===== src/rtl/mem_d4_stream_reader.sv =====
// mem_d4_stream_reader: walks a runtime-sized 4D box of a Calyx-style std_mem
// in row-major order (addr3 innermost) and streams each word on valid/ready.
// Optional build macro MEM_D4_READER_OUT_REG_EN adds a 2-entry skid buffer so
// out_* are fully registered.
module mem_d4_stream_reader #(
  parameter int WIDTH       = 32,
  parameter int D0_SIZE     = 16,
  parameter int D1_SIZE     = 16,
  parameter int D2_SIZE     = 16,
  parameter int D3_SIZE     = 16,
  parameter int D0_IDX_SIZE = 4,
  parameter int D1_IDX_SIZE = 4,
  parameter int D2_IDX_SIZE = 4,
  parameter int D3_IDX_SIZE = 4
) (
  input  logic                   clk,
  input  logic                   reset_n,
  input  logic                   go,
  input  logic [D0_IDX_SIZE:0]   len0,
  input  logic [D1_IDX_SIZE:0]   len1,
  input  logic [D2_IDX_SIZE:0]   len2,
  input  logic [D3_IDX_SIZE:0]   len3,
  output logic [D0_IDX_SIZE-1:0] addr0,
  output logic [D1_IDX_SIZE-1:0] addr1,
  output logic [D2_IDX_SIZE-1:0] addr2,
  output logic [D3_IDX_SIZE-1:0] addr3,
  output logic                   write_en,
  input  logic [WIDTH-1:0]       mem_read_data,
  output logic                   out_valid,
  input  logic                   out_ready,
  output logic [WIDTH-1:0]       out_data,
  output logic                   out_last,
  output logic                   done
);

  typedef enum logic [1:0] {S_IDLE, S_RUN, S_DONE} state_t;

  state_t state_q, state_d;

  // Per-dimension last index (clamped len - 1) and current index
  logic [D0_IDX_SIZE-1:0] lim0_q, lim0_d, idx0_q, idx0_d;
  logic [D1_IDX_SIZE-1:0] lim1_q, lim1_d, idx1_q, idx1_d;
  logic [D2_IDX_SIZE-1:0] lim2_q, lim2_d, idx2_q, idx2_d;
  logic [D3_IDX_SIZE-1:0] lim3_q, lim3_d, idx3_q, idx3_d;

  logic at_end;  // current indices address the final word of the box
  logic fetch;   // memory word handed off this cycle
  logic finish;  // final word leaves the block this cycle
  logic start;

  // Zero-length means one element; oversize lengths clamp to the memory extent
  function automatic int unsigned clamp_lim(input int unsigned len, input int unsigned size);
    if (len == 0)        return 0;
    else if (len > size) return size - 1;
    else                 return len - 1;
  endfunction

  assign at_end = (idx0_q == lim0_q) && (idx1_q == lim1_q) &&
                  (idx2_q == lim2_q) && (idx3_q == lim3_q);
  assign start  = (state_q == S_IDLE) && go;

`ifdef MEM_D4_READER_OUT_REG_EN
  logic [1:0]       cnt_q, cnt_d;
  logic [WIDTH-1:0] buf0_q, buf0_d, buf1_q, buf1_d;
  logic             last0_q, last0_d, last1_q, last1_d;
  logic             more_q, more_d;
  logic             pop;

  assign pop    = (cnt_q != 2'd0) && out_ready;
  assign fetch  = (state_q == S_RUN) && more_q && ((cnt_q != 2'd2) || pop);
  assign finish = pop && last0_q;

  // Skid buffer: head entry drives the stream, pushes land behind any survivor
  always_comb begin
    cnt_d   = cnt_q;
    buf0_d  = buf0_q;
    buf1_d  = buf1_q;
    last0_d = last0_q;
    last1_d = last1_q;
    more_d  = more_q;
    if (start)
      more_d = 1'b1;
    else if (fetch && at_end)
      more_d = 1'b0;
    case ({fetch, pop})
      2'b10: begin
        if (cnt_q == 2'd0) begin
          buf0_d  = mem_read_data;
          last0_d = at_end;
        end else begin
          buf1_d  = mem_read_data;
          last1_d = at_end;
        end
        cnt_d = cnt_q + 2'd1;
      end
      2'b01: begin
        buf0_d  = buf1_q;
        last0_d = last1_q;
        cnt_d   = cnt_q - 2'd1;
      end
      2'b11: begin
        if (cnt_q == 2'd1) begin
          buf0_d  = mem_read_data;
          last0_d = at_end;
        end else begin
          buf0_d  = buf1_q;
          last0_d = last1_q;
          buf1_d  = mem_read_data;
          last1_d = at_end;
        end
      end
      default: ;
    endcase
  end

  // Skid buffer registers
  always_ff @(posedge clk or negedge reset_n) begin
    if (!reset_n) begin
      cnt_q   <= '0;
      buf0_q  <= '0;
      buf1_q  <= '0;
      last0_q <= 1'b0;
      last1_q <= 1'b0;
      more_q  <= 1'b0;
    end else begin
      cnt_q   <= cnt_d;
      buf0_q  <= buf0_d;
      buf1_q  <= buf1_d;
      last0_q <= last0_d;
      last1_q <= last1_d;
      more_q  <= more_d;
    end
  end
`else
  assign fetch  = (state_q == S_RUN) && out_ready;
  assign finish = fetch && at_end;
`endif

  // State register
  always_ff @(posedge clk or negedge reset_n) begin
    if (!reset_n) state_q <= S_IDLE;
    else          state_q <= state_d;
  end

  // Next-state logic
  always_comb begin
    state_d = state_q;
    case (state_q)
      S_IDLE:  if (go) state_d = S_RUN;
      S_RUN:   if (finish) state_d = S_DONE;
      S_DONE:  state_d = S_IDLE;
      default: state_d = S_IDLE;
    endcase
  end

  // Index walk: latch limits on start, ripple-carry increment on each fetch
  always_comb begin
    lim0_d = lim0_q;
    lim1_d = lim1_q;
    lim2_d = lim2_q;
    lim3_d = lim3_q;
    idx0_d = idx0_q;
    idx1_d = idx1_q;
    idx2_d = idx2_q;
    idx3_d = idx3_q;
    if (start) begin
      lim0_d = D0_IDX_SIZE'(clamp_lim(32'(len0), D0_SIZE));
      lim1_d = D1_IDX_SIZE'(clamp_lim(32'(len1), D1_SIZE));
      lim2_d = D2_IDX_SIZE'(clamp_lim(32'(len2), D2_SIZE));
      lim3_d = D3_IDX_SIZE'(clamp_lim(32'(len3), D3_SIZE));
      idx0_d = '0;
      idx1_d = '0;
      idx2_d = '0;
      idx3_d = '0;
    end else if (fetch && !at_end) begin
      if (idx3_q != lim3_q) begin
        idx3_d = idx3_q + 1'b1;
      end else begin
        idx3_d = '0;
        if (idx2_q != lim2_q) begin
          idx2_d = idx2_q + 1'b1;
        end else begin
          idx2_d = '0;
          if (idx1_q != lim1_q) begin
            idx1_d = idx1_q + 1'b1;
          end else begin
            idx1_d = '0;
            idx0_d = idx0_q + 1'b1;
          end
        end
      end
    end
  end

  // Index and limit registers
  always_ff @(posedge clk or negedge reset_n) begin
    if (!reset_n) begin
      lim0_q <= '0;
      lim1_q <= '0;
      lim2_q <= '0;
      lim3_q <= '0;
      idx0_q <= '0;
      idx1_q <= '0;
      idx2_q <= '0;
      idx3_q <= '0;
    end else begin
      lim0_q <= lim0_d;
      lim1_q <= lim1_d;
      lim2_q <= lim2_d;
      lim3_q <= lim3_d;
      idx0_q <= idx0_d;
      idx1_q <= idx1_d;
      idx2_q <= idx2_d;
      idx3_q <= idx3_d;
    end
  end

  // Output decode
  always_comb begin
    addr0    = idx0_q;
    addr1    = idx1_q;
    addr2    = idx2_q;
    addr3    = idx3_q;
    write_en = 1'b0;
    done     = (state_q == S_DONE);
`ifdef MEM_D4_READER_OUT_REG_EN
    out_valid = (cnt_q != 2'd0);
    out_data  = buf0_q;
    out_last  = last0_q && (cnt_q != 2'd0);
`else
    out_valid = (state_q == S_RUN);
    out_data  = mem_read_data;
    out_last  = (state_q == S_RUN) && at_end;
`endif
  end

endmodule


===== config.mk =====
export PLATFORM = sky130hd
export DESIGN_NAME = mem_d4_stream_reader
export DESIGN_NICKNAME = d
export VERILOG_FILES = /design/src/rtl/mem_d4_stream_reader.sv
export SDC_FILE = /design/constraint.sdc
export NUM_CORES = 1
export LEC_CHECK = 0
export ABC_CLOCK_PERIOD_IN_PS = 1700
export CORE_ASPECT_RATIO = 2
export CORE_UTILIZATION = 38
export DETAILED_ROUTE_END_ITERATION = 6
export PLACE_DENSITY = 0.82
export SYNTH_ARGS = -nofsm -noshare
export SYNTH_HDL_FRONTEND = slang
export SYNTH_SLANG_ARGS = --single-unit

===== constraint.sdc =====
create_clock -name clk -period 1.7 [get_ports clk]
set_clock_uncertainty 0.05 [all_clocks]
set_input_delay 0.255 -clock clk [delete_from_list [all_inputs] [get_ports clk]]
set_output_delay 0.255 -clock clk [all_outputs]
set_load 0.02 [all_outputs]

==> results of run 1 <==
## per-layer routing
layer  vias to the layer above  GRT usage (%)  share of wire (%)
li1                       1073              -                  -
met4                         0           15.1                5.5
met5                         -              0                  0
met1                      1063           18.8                 36
met2                        49           37.1                 55
met3                        39           4.50                4.2
## cell type report
class | count | area share, %
Sequential cell | 34 | 24.8
Timing Repair Buffer | 98 | 24.7
Clock inverter | 1 | 0.144
Tap cell | 86 | 3.09
Multi-Input combinational cell | 199 | 41.7
Clock buffer | 7 | 4.09
Inverter | 14 | 1.51
## flip-flops by register name, summed over array words and instances, names as in the netlist
register and cells:
addr0 4, addr1 4, addr2 4, addr3 4
lim0_q 4, lim1_q 4, lim2_q 4, lim3_q 4
state_q 2
## power groups by stage
stage | Sequential (µW) | Combinational, µW | Clock (µW)
after floorplan | 1430 | 976 | 0
after global placement | 1310 | 1580 | 0
after detailed placement | 1340 | 1640 | 0
after CTS | 1330 | 1790 | 926
after global routing | 1370 | 2180 | 961
final | 1340 | 2000 | 908
## synth_stat cells, types with 2 or more instances
cell,count,area (µm²)
a21o_1,2,15.0
a21oi_1,16,80.1
a22o_1,2,17.5
and2_1,7,43.8
buf_4,34,255
clkbuf_1,4,15.0
dfrtp_1,34,851
ha_1,9,113
inv_1,14,52.6
maj3_1,9,90.1
mux2_2,2,22.5
nand2_1,35,131
nand2b_1,8,50.1
nand3_1,6,30.0
nand4_1,5,31.3
nor2_1,26,97.6
nor2b_1,2,12.5
nor3_1,5,25.0
nor4_1,2,12.5
o211ai_1,3,22.5
o21ai_0,24,120
o31ai_1,4,30.0
o32ai_1,2,17.5
or4_1,3,22.5
xnor2_1,16,140
## cells by family after synthesis
logic type | after synthesis
adder cells (fa/ha/maj) | 18
multiplexers | 2
buffers and inverters | 54
XOR/XNOR | 17
flip-flops | 34
AND/OR/NAND/NOR | 106
other | 1
AO/OA/AOI/OAI | 55
## worst max-delay path: stages, from the launching register on
cell	delay, ns
dfrtp_2	0.43
xnor2_2	0.18
nand4_1	0.19
nor4_4	0.33
and2_4	0.18
buf_6	0.10
## metrics by stage
step                      setup slack [ns]  instance area (µm²)  util (%)
after floorplan                     -0.137                 2510         -
after global placement              -0.443                 3100      49.6
after detailed placement            -0.512                 3100      49.6
after CTS                           -0.353                 3380      53.9
after global routing                -0.404                 3490      55.7
final                               -0.309                 3490      55.7
## timing repair
action / 4_1_cts / 5_1_grt
gates resized for setup: 49 / 19
setup endpoints to repair: 24 / 27
pin swaps: 23 / 18
setup buffers: 3 / 8
## worst paths after layout
path                        endpoint       from  cells past startpoint
setup / recovery            out_last   addr3[0]                      5
hold / removal             lim2_q[0]    reset_n                      2
setup reg to reg            addr0[3]   addr3[0]                      7
hold reg to reg            lim0_q[1]  lim0_q[1]                      2
max in group asynchronous   addr3[1]    reset_n                      2
min in group clk           lim0_q[1]  lim0_q[1]                      2
## placed cells by master (no fill, tap or decap), drive strengths merged
cell	n
buf	57
a22o	2
and4	2
dlygate4sd2	10
conb	1
o2111ai	1
mux2	2
clkinv	1
clkdlybuf4s50	23
nor2	26
o31ai	4
o32ai	2
nand2	35
clkbuf	7
or4	3
and2	7
nor3	5
nand3b	1
nand2b	8
o21ai	24
nor2b	3
or3	1
nor4	3
inv	14
o311ai	1
ha	9
nand4	5
a21oi	16
a21o	2
maj3	9
dfrtp	34
xnor2	17
dlymetal6s2s	8
o211ai	3
nand3	7
==> flow_summary.yaml, run 1 <==
power_and_ir_drop:
  power_frac_comb_pct: 47.0
  power.leakage_uw: 0.00169
  pwr-share-clk_pct: 21.4
  finalPower_uw: 4250
  internal_power_uw: 2740
  p_sw_uw: 1510
  p_sw_share_pct: 35.6
  pwr-share-seq_pct: 31.6
  peakVddDrop_mv: 0.543
  power_density_nw_per_um2: 1220
clock_network:
  root_buffer: "clkbuf_16"
  clkLatencyLatePin_ns: 0.28
  htreeDepth: 2
  cts.clk_slew.worst_paths_ns: 0.06
  cts_inserted_buffers: 5
  cts_tree: "done"
  clockBufferDepth: 2
  holdBufCountCts: 0
  cts_sinks: 34
grt:
  grt_usage_pct: 20.3
  grt_pass1_vias: 2252
  antenna_found_initial: 0
  grt_max_degree: 35
  grt-ovfl-total: 0
  grt_pass1_wl_mm: 10.2
synthesis:
  synth_cell_types: 38
  ys_warn_count: 0
  yosysSeqAreaShare_pct: 34.9
  synth-xor-area-share_pct: 6.42
  synthArstFlopShare_pct: 100
  synthMuxAreaShare_pct: 0.924
  synth_adder_area_share_pct: 8.32
  syn_area_um2: 2440
  synth_top_family_by_area: "simple AND/OR/NAND/NOR gates"
  syn-num-nets: 352
  synth-simple-area-share_pct: 22.3
  synth_cells: 287
  synth_compound_area_share_pct: 13.1
  avgSynthCellArea_um2: 8.49
  synth-edff-count: 0
  synth-main-ff-cell: "dfrtp_1"
  ys_ff_latch: 34
drt:
  vias_per_cell: 5.07
  firstDrtPassIters: 4
  route.detailed.drc: 0
  dr_total_vias: 2224
  wl_per_cell_um: 14.5
  ant_nets: 0
  wl_mm: 6.37
  drt_iter0_markers: 86
sta:
  finalSetupViolations: 13
  setup_ws_ns: -0.309
  rsz0062_at_grt: "yes"
  worst_hold_slack_ns: 0.384
  max_freq_ghz: 0.498
  timing.final.crit_share_pct: 118
  hold_viol: 0
  slew_viol_final: 0
  setup_tns_ns: -1.41
  fin_crit_ns: 2.01
place:
  dp.final_hpwl_mm: 4.63
  io_buffers: 42
  place.gp.congestion: 0.827
  dp_cells: 422
floorplan:
  ios: 108
  die-area_um2: 6760
  die_w_um: 58.6
  fp.dieH_um: 115
  start_util_pct: 38.9
  rows: 41
  coreArea_um2: 6260
finish:
  syn_to_final_growth_pct: 43.0
  fin_cells: 439
  fillCellCount: 535
  drive_gt1_share_pct: 32.6
  diodes: 0
  fin_nets: 417
  multi_input_area_um2: 1450
  seqCellArea_um2: 865
critical_path:
  rrSetupSlack_ns: -0.23
  critPathArrivalTime_ns: 1.70
  crit_required_ns: 1.39
  endpoint_kind: "output pin"
  critPathMaxFanout: 2
  criticalPathCategory: "reg -> out"
  start_kind: "register"
outcome:
  violations: "setup timing"
  outcome: "finished, violations left"
worst_hold_path:
  hold_path_class: "in -> async"
job:
  drv_cap: 0
(Power assumes the default switching activity.)
==> run 2: changes to the inputs <==
Settings changed: CAP_MARGIN from default to 25, SKIP_LAST_GASP from default to 1, SLEW_MARGIN from default to 5.
==> flow_summary.yaml, run 2 (same netlist as run 1, synthesis figures left out) <==
sta:
  rsz0062_at_grt: "yes"
  finalSetupViolations: 15
  timing.final.crit_share_pct: 119
  worst_hold_slack_ns: 0.385
  setup_ws_ns: -0.321
  fin_crit_ns: 2.02
  max_freq_ghz: 0.495
  slew_viol_final: 0
  hold_viol: 0
critical_path:
  crit_required_ns: 1.39
  critPathArrivalTime_ns: 1.72
  criticalPathCategory: "reg -> out"
  r2r_cells: 6
  rrSetupSlack_ns: -0.22
  critPathMaxFanout: 2
  endpoint_kind: "output pin"
  start_kind: "register"
  r2r_end: "addr0[3]"
  r2r_start: "lim1_q[2]"
drt:
  dr_total_vias: 2197
  firstDrtPassIters: 4
  wl_mm: 6.15
  vias_per_cell: 5.04
  wl_per_cell_um: 14.1
  route.detailed.drc: 0
  ant_nets: 0
  drt_iter0_markers: 82
worst_hold_path:
  hold_path_class: "in -> async"
power_and_ir_drop:
  power.leakage_uw: 0.00166
  power_density_nw_per_um2: 1200
  peakVddDrop_mv: 0.525
clock_network:
  cts_tree: "done"
  htreeDepth: 2
  clkLatencyLatePin_ns: 0.28
  cts_sinks: 34
  holdBufCountCts: 0
  clockBufferDepth: 2
  root_buffer: "clkbuf_16"
  cts.clk_slew.worst_paths_ns: 0.05
  cts_inserted_buffers: 5
floorplan:
  ios: 108
  fp.dieH_um: 115
  coreArea_um2: 6260
  die_w_um: 58.6
  start_util_pct: 38.9
  rows: 41
  die-area_um2: 6760
grt:
  grt_max_degree: 35
  antenna_found_initial: 0
  grt-ovfl-total: 0
  grt_pass1_vias: 2236
  grt_pass1_wl_mm: 10.0
  grt_usage_pct: 20.0
outcome:
  outcome: "finished, violations left"
  violations: "setup timing"
finish:
  diodes: 0
  fin_nets: 414
  syn_to_final_growth_pct: 40.6
  fillCellCount: 550
  final_common_cell: "buf_4"
  drive_gt1_share_pct: 30.3
  layout_common_cells: "51 x buf_4, 35 x nand2_1, 24 x nor2_1"
place:
  io_buffers: 42
  dp.final_hpwl_mm: 4.63
  place_ws_ns: -0.512
  place.gp.congestion: 0.827
job:
  drv_cap: 0
run 2: through the flow:
step,std cells,power (µW),area (µm²),util (%),setup TNS [ns]
3_3_place_gp,422,2890,3100,49.6,-2.03
6_report,436,4110,3430,54.8,-1.29
5_1_grt,436,4360,3430,54.8,-3.06
3_5_place_dp,422,2980,3100,49.6,-3.26
2_1_floorplan,287,2410,2510,-,-0.252
4_1_cts,433,4030,3360,53.8,-1.81
run 2: cell type report:
type | count | area [µm²] | area share, %
multi-input combinational | 199 | 1420 | 41.4
sequential | 34 | 865 | 25.2
timing repair buffer | 95 | 835 | 24.4
clock buffer | 7 | 143 | 4.16
tap | 86 | 108 | 3.14
inverter | 14 | 52.6 | 1.53
clock inverter | 1 | 5.00 | 0.146
run 2: metal layers:
metal | track usage [%] | share of wire, % | vias to the layer above | wire length (µm)
li1 | - | - | 1065 | -
met4 | 14.9 | 4.6 | 0 | 284
met3 | 4.27 | 5.7 | 33 | 353
met1 | 18.5 | 35 | 1030 | 2150
met2 | 36.7 | 55 | 69 | 3360
met5 | 0 | 0 | - | 0
run 2: worst max-delay path by stage:
stage               from  endpoint  slack [ns]  cells after the start
6_report        addr3[2]  out_last       -0.32                      5
5_1_grt         addr3[0]  out_last       -0.43                      5
4_1_cts         addr1[3]  out_last       -0.35                      5
3_5_place_dp   lim3_q[2]  out_last       -0.51                      5
3_3_place_gp   lim3_q[3]  out_last       -0.44                      5
2_1_floorplan   addr3[2]  out_last       -0.14                      4
run 2: repair_timing:
action / in CTS / in global routing
endpoints found under the setup margin: 24 / 27
setup buffers: 3 / 5
pin swaps: 20 / 9
gates resized for setup: 44 / 13
endpoints found under the hold margin: 0 / 0
run 2: power breakdown:
group	internal, µW	switching (µW)	total [µW]	leakage, µW
clock	580	329	909	0.0000739
combinational	980	879	1860	0.00118
sequential	1090	251	1340	0.000407
total	2650	1460	4110	0.00166
run 2: critical path, stage by stage, from the launching register on:
cell and delay, ns:
dfrtp_2 0.42, xnor2_2 0.19, nand4_1 0.21, nor4_4 0.34
and2_4 0.18, buf_6 0.10
